### src/rtl/tt_ctrl_sel_decoder.sv
// Rebuilds the selected design address from the autoselect mux-control pins and presents it to the mux decode.
// Latency: count and sel_valid/ena_o update SYNC_STAGES+1 clk edges after the first edge that samples a raw pin change.
// Backpressure: none; the pins are free-running level/edge signals, and a pulse shorter than one clk period may be lost.
module tt_ctrl_sel_decoder #(
    parameter int ADDR_W      = 10,
    parameter int MAX_ADDR    = 1023,
    parameter int SYNC_STAGES = 2
) (
    input  logic              clk,
    input  logic              rst_n,
    input  logic              ctrl_sel_rst_n,
    input  logic              ctrl_sel_inc,
    input  logic              ctrl_ena,
    output logic [ADDR_W-1:0] count,
    output logic [ADDR_W-1:0] sel_addr,
    output logic              sel_valid,
    output logic              ena_o,
    output logic              overflow,
    output logic              proto_err
);

    typedef enum logic [1:0] {
        ST_RESET  = 2'd0,
        ST_COUNT  = 2'd1,
        ST_ACTIVE = 2'd2
    } state_e;

    localparam logic [ADDR_W-1:0] MAX_A = ADDR_W'(MAX_ADDR);

    logic [SYNC_STAGES-1:0] srst_sync_q;
    logic [SYNC_STAGES-1:0] inc_sync_q;
    logic [SYNC_STAGES-1:0] ena_sync_q;
    logic                   inc_prev_q;
    logic                   ena_prev_q;

    logic                   srst_s;
    logic                   inc_s;
    logic                   ena_s;
    logic                   inc_edge;
    logic                   ena_edge;

    state_e                 state_q,    state_d;
    logic [ADDR_W-1:0]      count_q,    count_d;
    logic [ADDR_W-1:0]      sel_addr_q, sel_addr_d;
    logic                   valid_q,    valid_d;
    logic                   ovf_q,      ovf_d;
    logic                   perr_q,     perr_d;
    logic [ADDR_W-1:0]      count_inc;
    logic                   at_max;

    // Bring the three raw pins into the clk domain and keep one previous-value flop for edge detection.
    always_ff @(posedge clk or negedge rst_n) begin
        if (!rst_n) begin
            srst_sync_q <= '0;
            inc_sync_q  <= '0;
            ena_sync_q  <= '0;
            inc_prev_q  <= 1'b0;
            ena_prev_q  <= 1'b0;
        end else begin
            srst_sync_q <= {srst_sync_q[SYNC_STAGES-2:0], ctrl_sel_rst_n};
            inc_sync_q  <= {inc_sync_q[SYNC_STAGES-2:0], ctrl_sel_inc};
            ena_sync_q  <= {ena_sync_q[SYNC_STAGES-2:0], ctrl_ena};
            inc_prev_q  <= inc_sync_q[SYNC_STAGES-1];
            ena_prev_q  <= ena_sync_q[SYNC_STAGES-1];
        end
    end

    assign srst_s   = srst_sync_q[SYNC_STAGES-1];
    assign inc_s    = inc_sync_q[SYNC_STAGES-1];
    assign ena_s    = ena_sync_q[SYNC_STAGES-1];
    assign inc_edge = inc_s & ~inc_prev_q;
    assign ena_edge = ena_s & ~ena_prev_q;

    assign at_max    = (count_q == MAX_A);
    assign count_inc = at_max ? '0 : count_q + 1'b1;

    // Selection FSM; sel_rst_n low overrides everything and drops any edges seen in the same cycle.
    always_comb begin
        state_d    = state_q;
        count_d    = count_q;
        sel_addr_d = sel_addr_q;
        valid_d    = valid_q;
        ovf_d      = ovf_q;
        perr_d     = perr_q;
        if (!srst_s) begin
            state_d = ST_RESET;
            count_d = '0;
            ovf_d   = 1'b0;
            perr_d  = 1'b0;
            valid_d = 1'b0;
        end else begin
            case (state_q)
                ST_RESET: begin
                    state_d = ST_COUNT;
                end
                ST_COUNT: begin
                    if (inc_edge) begin
                        count_d = count_inc;
                        if (at_max) begin
                            ovf_d = 1'b1;
                        end
                    end
                    // A coincident increment lands first, so the latched address includes it.
                    if (ena_edge) begin
                        state_d    = ST_ACTIVE;
                        sel_addr_d = inc_edge ? count_inc : count_q;
                        valid_d    = 1'b1;
                    end
                end
                ST_ACTIVE: begin
                    if (inc_edge) begin
                        perr_d = 1'b1;
                    end
                    // Count is kept so a later reselection continues from the current address.
                    if (!ena_s) begin
                        state_d = ST_COUNT;
                        valid_d = 1'b0;
                    end
                end
                default: begin
                    state_d = ST_RESET;
                end
            endcase
        end
    end

    // State and output registers.
    always_ff @(posedge clk or negedge rst_n) begin
        if (!rst_n) begin
            state_q    <= ST_RESET;
            count_q    <= '0;
            sel_addr_q <= '0;
            valid_q    <= 1'b0;
            ovf_q      <= 1'b0;
            perr_q     <= 1'b0;
        end else begin
            state_q    <= state_d;
            count_q    <= count_d;
            sel_addr_q <= sel_addr_d;
            valid_q    <= valid_d;
            ovf_q      <= ovf_d;
            perr_q     <= perr_d;
        end
    end

    assign count     = count_q;
    assign sel_addr  = sel_addr_q;
    assign sel_valid = valid_q;
    assign ena_o     = valid_q;
    assign overflow  = ovf_q;
    assign proto_err = perr_q;

endmodule

### config.mk
export PLATFORM = sky130hd
export DESIGN_NAME = tt_ctrl_sel_decoder
export DESIGN_NICKNAME = d
export VERILOG_FILES = /design/src/rtl/tt_ctrl_sel_decoder.sv
export SDC_FILE = /design/constraint.sdc
export NUM_CORES = 1
export LEC_CHECK = 0
export ABC_CLOCK_PERIOD_IN_PS = 3250
export BUFFER_PORTS_ARGS = -buffer_cell sky130_fd_sc_hd__buf_2
export CORE_ASPECT_RATIO = 1.4
export CORE_MARGIN = 10
export CORE_UTILIZATION = 30
export DETAILED_ROUTE_END_ITERATION = 10
export PLACE_DENSITY = 0.49
export REMOVE_ABC_BUFFERS = 1
export SYNTH_ARGS = -nofsm -noshare
export SYNTH_HDL_FRONTEND = slang
export SYNTH_SLANG_ARGS = --single-unit
### constraint.sdc
create_clock -name clk -period 3.25 [get_ports clk]
set_clock_uncertainty 0.2 [all_clocks]
set_input_delay 0.325 -clock clk [delete_from_list [all_inputs] [get_ports clk]]
set_output_delay 0.325 -clock clk [all_outputs]
set_load 0.05 [all_outputs]
After elaboration in Yosys (flattened, before gate mapping)
Index checks and enable logic that the tools add are counted.
{ "word_totals": {"reg_bits": 33, "input_bits": 5, "out_inout_bits": 24, "elab_cells": 51} }
{ "op_classes": {"add_sub_neg": 1, "eq_ne": 10, "mux": 19, "n_bitwise": 4, "n_reduce_logical": 6} }
{ "ops": {"columns": ["operator", "count"], "rows": [
  ["10-bit two-way mux", 4],
  ["10-bit by 1-bit adder with 10-bit output (second input constant)", 1],
  ["10-bit equality test (second input constant)", 1],
  ["1-bit two-way mux", 10],
  ["3-bit AND reduction", 3],
  ["2-bit by 1-bit != test with 1-bit output (second input constant)", 4],
  ["2-bit two-way mux", 3],
  ["3-bit != test (second input constant)", 2],
  ["2-bit one-hot mux with 3 select lines", 1],
  ["2-bit AND reduction", 2],
  ["3-bit by 1-bit != test with 1-bit output (second input constant)", 1],
  ["1-bit bitwise AND", 2],
  ["2-bit by 1-bit equality test with 1-bit output (second input constant)", 1],
  ["2-bit equality test (second input constant)", 1],
  ["2-bit zero test", 1],
  ["1-bit inverter", 2],
  ["1-bit one-hot mux with 2 select lines", 1]
]} }

Depth between registers and ports, before layout
Gate-level depths: netlist of run 1.
{ "logic_depth": {"word_depth": 5, "depth_mapped": 5, "ltp_nobuf": 5} }

Least setup slack after synthesis of run 1
Ideal clock, no wire load.
{ "synth_path": {"kind": "flip-flop to flip-flop", "start": "register count_q[0] (netlist: count[0])", "end": "register count_q[3] (netlist: count[3])", "setup_ns": 0.131, "t_arrival_ns": 1.850, "required_time_ns": 2.919, "path_slack_ns": 1.069, "stages_incl_launch_ff": 6, "n_path_buf": 0, "period_less_slack_ns": 2.181, "path_cell_list": "dfrtp_1 -> ha_1 -> nand2_1 -> or4_4 -> o21ai_0 -> a31oi_1"} }
{ "synth_between": {"elab_chain_cells": 5, "word_cells_on_any_way": 6, "classes_between": "add/sub: 1; eq/ne: 1; mux: 4"} }
{ "synth_lines": {"columns": ["element", "line_no", "rtl"], "rows": [
  ["start, declared", "43", "logic [ADDR_W-1:0] count_q, count_d;"],
  ["start signal, assigned", "138", "count_q <= count_d;"],
  ["10-bit by 1-bit adder with 10-bit output / 10-bit equality test (equally long branches)", "75, 74", null],
  ["10-bit two-way mux (*)", "75", "assign count_inc = at_max ? '0 : count_q + 1'b1;"],
  ["10-bit two-way mux (*)", "97", "if (inc_edge) begin"],
  ["10-bit two-way mux (*)", "92", "case (state_q)"],
  ["10-bit two-way mux (*)", "85", "if (!srst_s) begin"]
]} }
Every way passes the cells marked *; elsewhere a longest branch is shown, timed or not. The select of a mux whose other input is x is not followed.
A chain may end at the register's enable or synchronous reset.

Final worst setup path of run 1
Same ends and word-level chain as after synthesis.

==> impl_metrics.prom, run 1 <==
# TYPE chip_impl_metric gauge
chip_impl_info{name="hp-class",value="reg -> reg"} 1
chip_impl_info{name="crit-reg2reg-capture",value="count[3]"} 1
chip_impl_metric{name="synthToLayoutAreaGrowth",unit="%"} 20.4
chip_impl_metric{name="die_h",unit="um"} 105
chip_impl_info{name="run_status",value="completed"} 1
chip_impl_metric{name="number_of_global_route_vias_before_repair",unit=""} 1299
chip_impl_metric{name="timing.final.max_slew_violations",unit=""} 0
chip_impl_metric{name="design_power_total",unit="mW"} 0.843
chip_impl_metric{name="clkPwrFrac",unit="%"} 40.1
chip_impl_metric{name="critical_path_data_required_time",unit="ns"} 3.20
chip_impl_metric{name="critical_path.max_stage_delay",unit="ns"} 0.59
chip_impl_metric{name="placedCellCount",unit=""} 240
chip_impl_metric{name="final_setup_violation_count",unit=""} 0
chip_impl_metric{name="clkSinkCount",unit=""} 33
chip_impl_metric{name="antenna_cells_inserted",unit=""} 0
chip_impl_metric{name="synth_seq_area_share",unit="%"} 53.5
chip_impl_metric{name="synth.avg_cell_area",unit="um^2"} 9.83
chip_impl_metric{name="finalWorstPathRequiredPeriod",unit="ns"} 2.03
chip_impl_info{name="start_kind",value="register"} 1
chip_impl_metric{name="grt_usage",unit="%"} 9.24
chip_impl_metric{name="internal_power",unit="mW"} 0.634
chip_impl_metric{name="final_nets",unit=""} 193
chip_impl_metric{name="layoutNonFillerInstCount",unit=""} 252
chip_impl_metric{name="cts-resized-gates",unit=""} 0
chip_impl_metric{name="post_drt_via_cell_ratio",unit=""} 4.84
chip_impl_metric{name="port_buffers",unit=""} 28
chip_impl_info{name="unrepaired_setup_endpoints_after_global_routing",value="false"} 1
chip_impl_metric{name="worstPathArrival",unit="ns"} 1.99
chip_impl_metric{name="rrSetupSlack",unit="ns"} 1.22
chip_impl_metric{name="synth_cell_types",unit=""} 37
chip_impl_metric{name="grt-ovfl-total",unit=""} 0
chip_impl_metric{name="post_synthesis_instance_area",unit="um^2"} 1540
chip_impl_metric{name="clk_pin_slew",unit="ns"} 0.07
chip_impl_metric{name="worst-path-max-fanout",unit=""} 8
chip_impl_info{name="cts_tree",value="built"} 1
chip_impl_metric{name="pwr-share-seq",unit="%"} 51.4
chip_impl_metric{name="vdd_drop_max",unit="V"} 0.000220
chip_impl_info{name="rr_startpoint",value="count[0]"} 1
chip_impl_metric{name="grt_first_pass_wirelength",unit="um"} 6350
chip_impl_info{name="critical_path.endpoint",value="count[3]"} 1
chip_impl_metric{name="detail_route.iter0.violations",unit=""} 68
chip_impl_info{name="flip_flop_cell_with_the_highest_count_after_synthesis",value="sky130_fd_sc_hd__dfrtp_1"} 1
chip_impl_info{name="yosys.cell_count.top_type",value="sky130_fd_sc_hd__dfrtp_1"} 1
chip_impl_metric{name="max_cap_violations",unit=""} 0
chip_impl_metric{name="drt_pass_1_iters",unit=""} 4
chip_impl_info{name="startpoint_to_endpoint_class_of_the_critical_path",value="reg -> reg"} 1
chip_impl_metric{name="power_frac_comb",unit="%"} 8.4
chip_impl_metric{name="powerDensity",unit="nW/um^2"} 454
chip_impl_metric{name="worst_slew_margin_rel",unit="%"} 51.7
chip_impl_info{name="crit_path_end_kind",value="register"} 1
chip_impl_metric{name="cts_made_buffers",unit=""} 5
chip_impl_metric{name="detail_route.wl_per_cell",unit="um"} 14.3
chip_impl_metric{name="num_vias",unit=""} 1219
chip_impl_metric{name="clkLatencyLatePin",unit="ns"} 0.29
chip_impl_metric{name="ant_nets",unit=""} 0
chip_impl_metric{name="timing.reg2reg.worst_path_depth",unit=""} 5
chip_impl_metric{name="cts-root-to-sink-buffers",unit=""} 2
chip_impl_metric{name="post-route-drc-count",unit=""} 0
chip_impl_metric{name="ys_async_sr_fraction",unit="%"} 100
chip_impl_metric{name="synthCells",unit=""} 157
chip_impl_info{name="path_cells",value="ha_1 -> nand2_1 -> or4_4 -> o21ai_0 -> a31oi_1"} 1
chip_impl_metric{name="globalplace.congestion",unit=""} 0.813
chip_impl_metric{name="io_count",unit=""} 29
chip_impl_info{name="yosys.area.top_type",value="sky130_fd_sc_hd__dfrtp_1"} 1
chip_impl_metric{name="fp.coreArea",unit="um^2"} 4920
chip_impl_metric{name="cts_max_level",unit=""} 2
chip_impl_metric{name="fraction_of_layout_instances_using_a_drive_strength_above_1",unit="%"} 21.3
chip_impl_metric{name="rows",unit=""} 30
chip_impl_metric{name="final.period_utilization",unit="%"} 62.6
chip_impl_metric{name="synthesis.yosys.warnings",unit=""} 0
chip_impl_metric{name="power_leakage",unit="nW"} 0.831
chip_impl_info{name="synth.cells.most_frequent",value="33 x sky130_fd_sc_hd__dfrtp_1, 19 x sky130_fd_sc_hd__nand2_1, 13 x sky130_fd_sc_hd__nor2_1, 10 x sky130_fd_sc_hd__a21oi_1, 10 x sky130_fd_sc_hd__o21ai_0"} 1
chip_impl_info{name="crit_path_start",value="count[0]"} 1
chip_impl_metric{name="finalHoldViolations",unit=""} 0
chip_impl_info{name="clock_tree.root_cell",value="sky130_fd_sc_hd__clkbuf_8"} 1
chip_impl_metric{name="synth_top_cell_area_share",unit="%"} 53.5
chip_impl_metric{name="die_area",unit="um^2"} 8460
chip_impl_metric{name="grt_max_degree",unit=""} 34
chip_impl_metric{name="fin_tns_setup",unit="ns"} 0
chip_impl_metric{name="grt_antenna_before_repair",unit=""} 0
chip_impl_metric{name="initial_core_util",unit="%"} 31.4
chip_impl_metric{name="synth-edff-count",unit=""} 0
chip_impl_metric{name="max_freq",unit="MHz"} 492
chip_impl_metric{name="worstMarginPinSlew",unit="ns"} 0.725
chip_impl_metric{name="switching_share",unit="%"} 24.9
chip_impl_metric{name="hpwl_after_detailed_placement",unit="um"} 2680
chip_impl_metric{name="die_width",unit="um"} 80.6
chip_impl_metric{name="power.switching",unit="mW"} 0.210
chip_impl_info{name="synth.top_cells.by_area",value="sky130_fd_sc_hd__dfrtp_1 53%, sky130_fd_sc_hd__nand2_1 4.6%, sky130_fd_sc_hd__xnor2_1 3.4%"} 1
chip_impl_info{name="critical_path.slowest_cell",value="sky130_fd_sc_hd__or4_4"} 1
chip_impl_metric{name="detail_route.wirelength",unit="um"} 3610
chip_impl_metric{name="synth.ff_latch_count",unit=""} 33
[state kept, by name, indices dropped and copies added (netlist names), 2 cells and up]
signal and count:
count 10, sel_addr 10, ena_sync_q 2, inc_sync_q 2
srst_sync_q 2, state_q 2
[logic make-up (layout without fill, tap and decap cells)]
family	count (synthesis)	after routing	synth area share, %
xor+xnor	12	12	6.81
compound gates	29	29	10.5
simple gates	68	68	23.7
buf+inv	13	44	3.97
flops	33	33	53.5
mux	1	1	0.648
fa+ha+maj	1	1	0.810
[worst max-delay path, delay by kind of cell, from the launching register on]
family	cells	cell delay, ns
flip-flops	1	0.45
AND/OR/NAND/NOR	2	0.75
AO/OA/AOI/OAI	2	0.20
adder cells (fa/ha/maj)	1	0.30
[through the flow]
stage / setup WS [ns] / util (%) / area, um^2 / hold slack (ns)
2_1_floorplan: 1.01 / - / 1500 / -0.171
3_3_place_gp: 1.25 / 34.9 / 1720 / 0.133
3_5_place_dp: 1.23 / 34.9 / 1720 / 0.135
4_1_cts: 1.22 / 37.8 / 1860 / 0.151
5_1_grt: 1.07 / 37.8 / 1860 / 0.156
6_report: 1.22 / 37.8 / 1860 / 0.148
[power groups by stage]
stage	Combinational (mW)	Sequential (mW)	Clock, mW
floorplan	0.0208	0.462	0
global placement	0.0687	0.442	0
detailed placement	0.0690	0.442	0
CTS	0.0731	0.434	0.351
global route	0.0788	0.436	0.367
finish	0.0713	0.434	0.338
[cells in the final DEF, fill, tap and decap left out, types with 2 or more instances in the layout]
cell,count
sky130_fd_sc_hd__nand4_1,4
sky130_fd_sc_hd__clkbuf_8,7
sky130_fd_sc_hd__a31oi_1,2
sky130_fd_sc_hd__and3_1,2
sky130_fd_sc_hd__o31ai_1,3
sky130_fd_sc_hd__o21ai_0,10
sky130_fd_sc_hd__nor3_1,5
sky130_fd_sc_hd__nor2_1,13
sky130_fd_sc_hd__or3_1,2
sky130_fd_sc_hd__a21oi_1,10
sky130_fd_sc_hd__dfrtp_1,33
sky130_fd_sc_hd__nor2b_1,3
sky130_fd_sc_hd__nand2b_1,4
sky130_fd_sc_hd__dlygate4sd3_1,4
sky130_fd_sc_hd__nand2_1,19
sky130_fd_sc_hd__xor2_1,6
sky130_fd_sc_hd__buf_2,28
sky130_fd_sc_hd__nand3_1,4
sky130_fd_sc_hd__nor4_1,3
sky130_fd_sc_hd__xnor2_1,6
sky130_fd_sc_hd__inv_1,4
[how the worst min path moves through the flow]
stage,start,end,slack (ns),depth (start not counted)
after global routing,inc_sync_q[0],inc_sync_q[1],0.16,0
final,inc_sync_q[0],inc_sync_q[1],0.15,0
after global placement,inc_sync_q[0],inc_sync_q[1],0.13,0
after detailed placement,inc_sync_q[0],inc_sync_q[1],0.13,0
after floorplan,rst_n,count[0],-0.17,0
after CTS,inc_sync_q[0],inc_sync_q[1],0.15,0
[layout make-up]
type	count	area (um^2)
Tap cell	64	80.1
Clock buffer	7	96.3
Sequential cell	33	826
Timing Repair Buffer	32	180
Clock inverter	1	5.00
Multi-Input combinational cell	111	657
Inverter	4	15.0
Fill cell	528	3060
[metal layers]
layer	global-route usage, %	wire length [um]
met4	2.78	50
met1	11.4	1600
met2	14.0	1670
met3	4.03	281
met5	0	0
[timing repair]
action | in CTS | in global routing
endpoints found under the hold margin | 36 | 0
hold buffers | 4 | 0
setup buffers | 0 | 0
Power figures use the tool's default switching activity.
==> inputs of run 2 (changes only) <==
Settings changed: ABC_CLOCK_PERIOD_IN_PS 3250 to 1800, PLACE_DENSITY 0.49 to 0.51.
Clock period 3.25 ns to 1.8 ns, I/O delays scaled along.
==> impl_metrics.prom, run 2 (same netlist as run 1, synthesis figures left out) <==
# TYPE chip_impl_metric gauge
chip_impl_info{name="run_status",value="completed"} 1
chip_impl_metric{name="fin_tns_setup",unit="ns"} 0
chip_impl_metric{name="vdd_drop_max",unit="V"} 0.000429
chip_impl_metric{name="power_frac_comb",unit="%"} 8.7
chip_impl_metric{name="synthToLayoutAreaGrowth",unit="%"} 29.3
chip_impl_metric{name="post_drt_via_cell_ratio",unit=""} 4.69
chip_impl_metric{name="max_cap_violations",unit=""} 0
chip_impl_metric{name="globalplace.congestion",unit=""} 0.889
chip_impl_metric{name="worstMarginPinSlew",unit="ns"} 0.740
chip_impl_metric{name="design_power_total",unit="mW"} 1.62
chip_impl_info{name="start_kind",value="register"} 1
chip_impl_metric{name="grt_first_pass_wirelength",unit="um"} 6300
chip_impl_metric{name="timing.final.ws_setup",unit="ns"} 0.0684
chip_impl_metric{name="finalWorstPathRequiredPeriod",unit="ns"} 1.73
chip_impl_metric{name="timing.final.max_slew_violations",unit=""} 0
chip_impl_metric{name="antenna_cells_inserted",unit=""} 0
chip_impl_metric{name="detailroute.wirelength.met2",unit="um"} 1770
chip_impl_metric{name="final_design_area_excluding_fillers",unit="um^2"} 2000
chip_impl_metric{name="grt-ovfl-total",unit=""} 0
chip_impl_metric{name="detail_route.wl_per_cell",unit="um"} 13.7
chip_impl_metric{name="post-route-drc-count",unit=""} 0
chip_impl_metric{name="die_width",unit="um"} 80.6
chip_impl_metric{name="final_setup_violation_count",unit=""} 0
chip_impl_metric{name="grt_antenna_before_repair",unit=""} 0
chip_impl_info{name="worst_path_dominant_cell_family",value="simple AND/OR/NAND/NOR gates"} 1
chip_impl_metric{name="met3WireLength",unit="um"} 268
chip_impl_metric{name="power.switching",unit="mW"} 0.398
chip_impl_metric{name="switching_share",unit="%"} 24.6
chip_impl_info{name="clock_tree.root_cell",value="sky130_fd_sc_hd__clkbuf_8"} 1
chip_impl_metric{name="layoutNonFillerInstCount",unit=""} 268
chip_impl_metric{name="ant_nets",unit=""} 0
chip_impl_metric{name="number_of_global_route_vias_before_repair",unit=""} 1348
chip_impl_info{name="dr_top_layer",value="met4"} 1
chip_impl_metric{name="power_leakage",unit="nW"} 0.914
chip_impl_metric{name="detail_route.wirelength",unit="um"} 3680
chip_impl_metric{name="die_area",unit="um^2"} 8460
chip_impl_metric{name="fraction_of_layout_instances_using_a_drive_strength_above_1",unit="%"} 27.9
chip_impl_metric{name="grt_max_degree",unit=""} 34
chip_impl_info{name="cts_tree",value="built"} 1
chip_impl_metric{name="placedCellCount",unit=""} 256
chip_impl_metric{name="pre_cts_slack",unit="ns"} 0.0824
chip_impl_metric{name="powerDensity",unit="nW/um^2"} 811
chip_impl_metric{name="worst-path-max-fanout",unit=""} 5
chip_impl_info{name="startpoint_to_endpoint_class_of_the_critical_path",value="reg -> reg"} 1
chip_impl_metric{name="clkSinkCount",unit=""} 33
chip_impl_metric{name="drt_pass_1_iters",unit=""} 4
chip_impl_metric{name="critical_path_buf_inv_count",unit=""} 0
chip_impl_metric{name="finalHoldViolations",unit=""} 0
chip_impl_metric{name="clkLatencyLatePin",unit="ns"} 0.29
chip_impl_metric{name="final_util",unit="%"} 40.6
chip_impl_info{name="unrepaired_setup_endpoints_after_global_routing",value="false"} 1
chip_impl_metric{name="worstPathArrival",unit="ns"} 1.70
chip_impl_metric{name="final.period_utilization",unit="%"} 96.2
chip_impl_metric{name="cts_max_level",unit=""} 2
chip_impl_metric{name="io_count",unit=""} 29
chip_impl_metric{name="hpwl_after_detailed_placement",unit="um"} 2780
chip_impl_metric{name="internal_power",unit="mW"} 1.22
chip_impl_metric{name="rows",unit=""} 30
chip_impl_info{name="crit_path_end_kind",value="register"} 1
chip_impl_info{name="final_cell_mix",value="33 x sky130_fd_sc_hd__dfrtp_1, 28 x sky130_fd_sc_hd__buf_2, 19 x sky130_fd_sc_hd__nand2_1"} 1
chip_impl_metric{name="num_vias",unit=""} 1258
chip_impl_metric{name="dpl_cell_area",unit="um^2"} 1840
chip_impl_info{name="layout_commonest_cell",value="sky130_fd_sc_hd__dfrtp_1"} 1
chip_impl_info{name="hp-class",value="reg -> reg"} 1
chip_impl_metric{name="pwr-share-seq",unit="%"} 48.2
chip_impl_metric{name="critical_path.max_stage_delay",unit="ns"} 0.56
chip_impl_metric{name="m1WireLength",unit="um"} 1600
chip_impl_metric{name="clkPwrFrac",unit="%"} 43.1
chip_impl_metric{name="worst_slew_margin_rel",unit="%"} 50.7
chip_impl_metric{name="final.hold.worst_slack",unit="ns"} 0.153
chip_impl_info{name="path_cells",value="ha_1 -> nand2_1 -> or4_4 -> o21ai_0 -> a31oi_1"} 1
chip_impl_metric{name="max_freq",unit="MHz"} 578
chip_impl_metric{name="fp.coreArea",unit="um^2"} 4920
chip_impl_metric{name="grt_usage",unit="%"} 9.31
chip_impl_info{name="critical_path.slowest_cell",value="sky130_fd_sc_hd__or4_4"} 1
chip_impl_metric{name="detail_route.iter0.violations",unit=""} 65
chip_impl_metric{name="critical_path_data_required_time",unit="ns"} 1.77
chip_impl_metric{name="port_buffers",unit=""} 28
chip_impl_metric{name="cts-root-to-sink-buffers",unit=""} 2
chip_impl_metric{name="cts_made_buffers",unit=""} 5
chip_impl_metric{name="die_h",unit="um"} 105
chip_impl_metric{name="initial_core_util",unit="%"} 31.4
chip_impl_metric{name="clk_pin_slew",unit="ns"} 0.07
chip_impl_metric{name="final_nets",unit=""} 209
## run 2: timing repair
item | CTS | global route
hold endpoints to repair | 36 | 0
endpoints found under the setup margin | 0 | 3
gates resized for setup | 0 | 1
setup buffers | 0 | 0
hold buffers | 4 | 0
## run 2: worst reg2reg max path: cells and delay by family, from the launching register on
kind                       cells  cell delay (ns)
AOI/OAI and AO/OA              2             0.21
adders and majority gates      1             0.19
DFF                            1             0.36
and+or+nand+nor                2             0.65
## run 2: path summary, 6_finish.rpt
check / startpoint / to / cells after the start / slack, ns
max: count[1] / count[3] / 5 / 0.07
min: srst_sync_q[0] / srst_sync_q[1] / 0 / 0.15
max reg2reg: count[1] / count[3] / 5 / 0.07
min reg2reg: srst_sync_q[0] / srst_sync_q[1] / 0 / 0.15
max in group asynchronous: rst_n / count[7] / 2 / 0.64
min in group asynchronous: rst_n / sel_addr[4] / 2 / 0.29
## run 2: power groups by stage
stage | Clock, mW | Combinational (mW) | Sequential [mW]
5_1_grt | 0.754 | 0.155 | 0.783
2_1_floorplan | 0 | 0.0376 | 0.834
6_report | 0.697 | 0.141 | 0.780
3_5_place_dp | 0 | 0.137 | 0.794
4_1_cts | 0.722 | 0.144 | 0.780
3_3_place_gp | 0 | 0.135 | 0.793
## run 2: layout make-up
type / instances / area, um^2
Multi-Input combinational cell: 111 / 659
Tap cell: 64 / 80.1
Inverter: 4 / 15.0
Clock buffer: 5 / 68.8
Sequential cell: 33 / 826
Fill cell: 490 / 2920
Timing Repair Buffer: 48 / 300
Clock inverter: 3 / 46.3
## run 2: per-layer routing
metal	global-route usage (%)	vias up
met5	0	-
met1	10.5	581
li1	-	639
met2	14.8	33
met3	3.95	5
met4	3.79	0
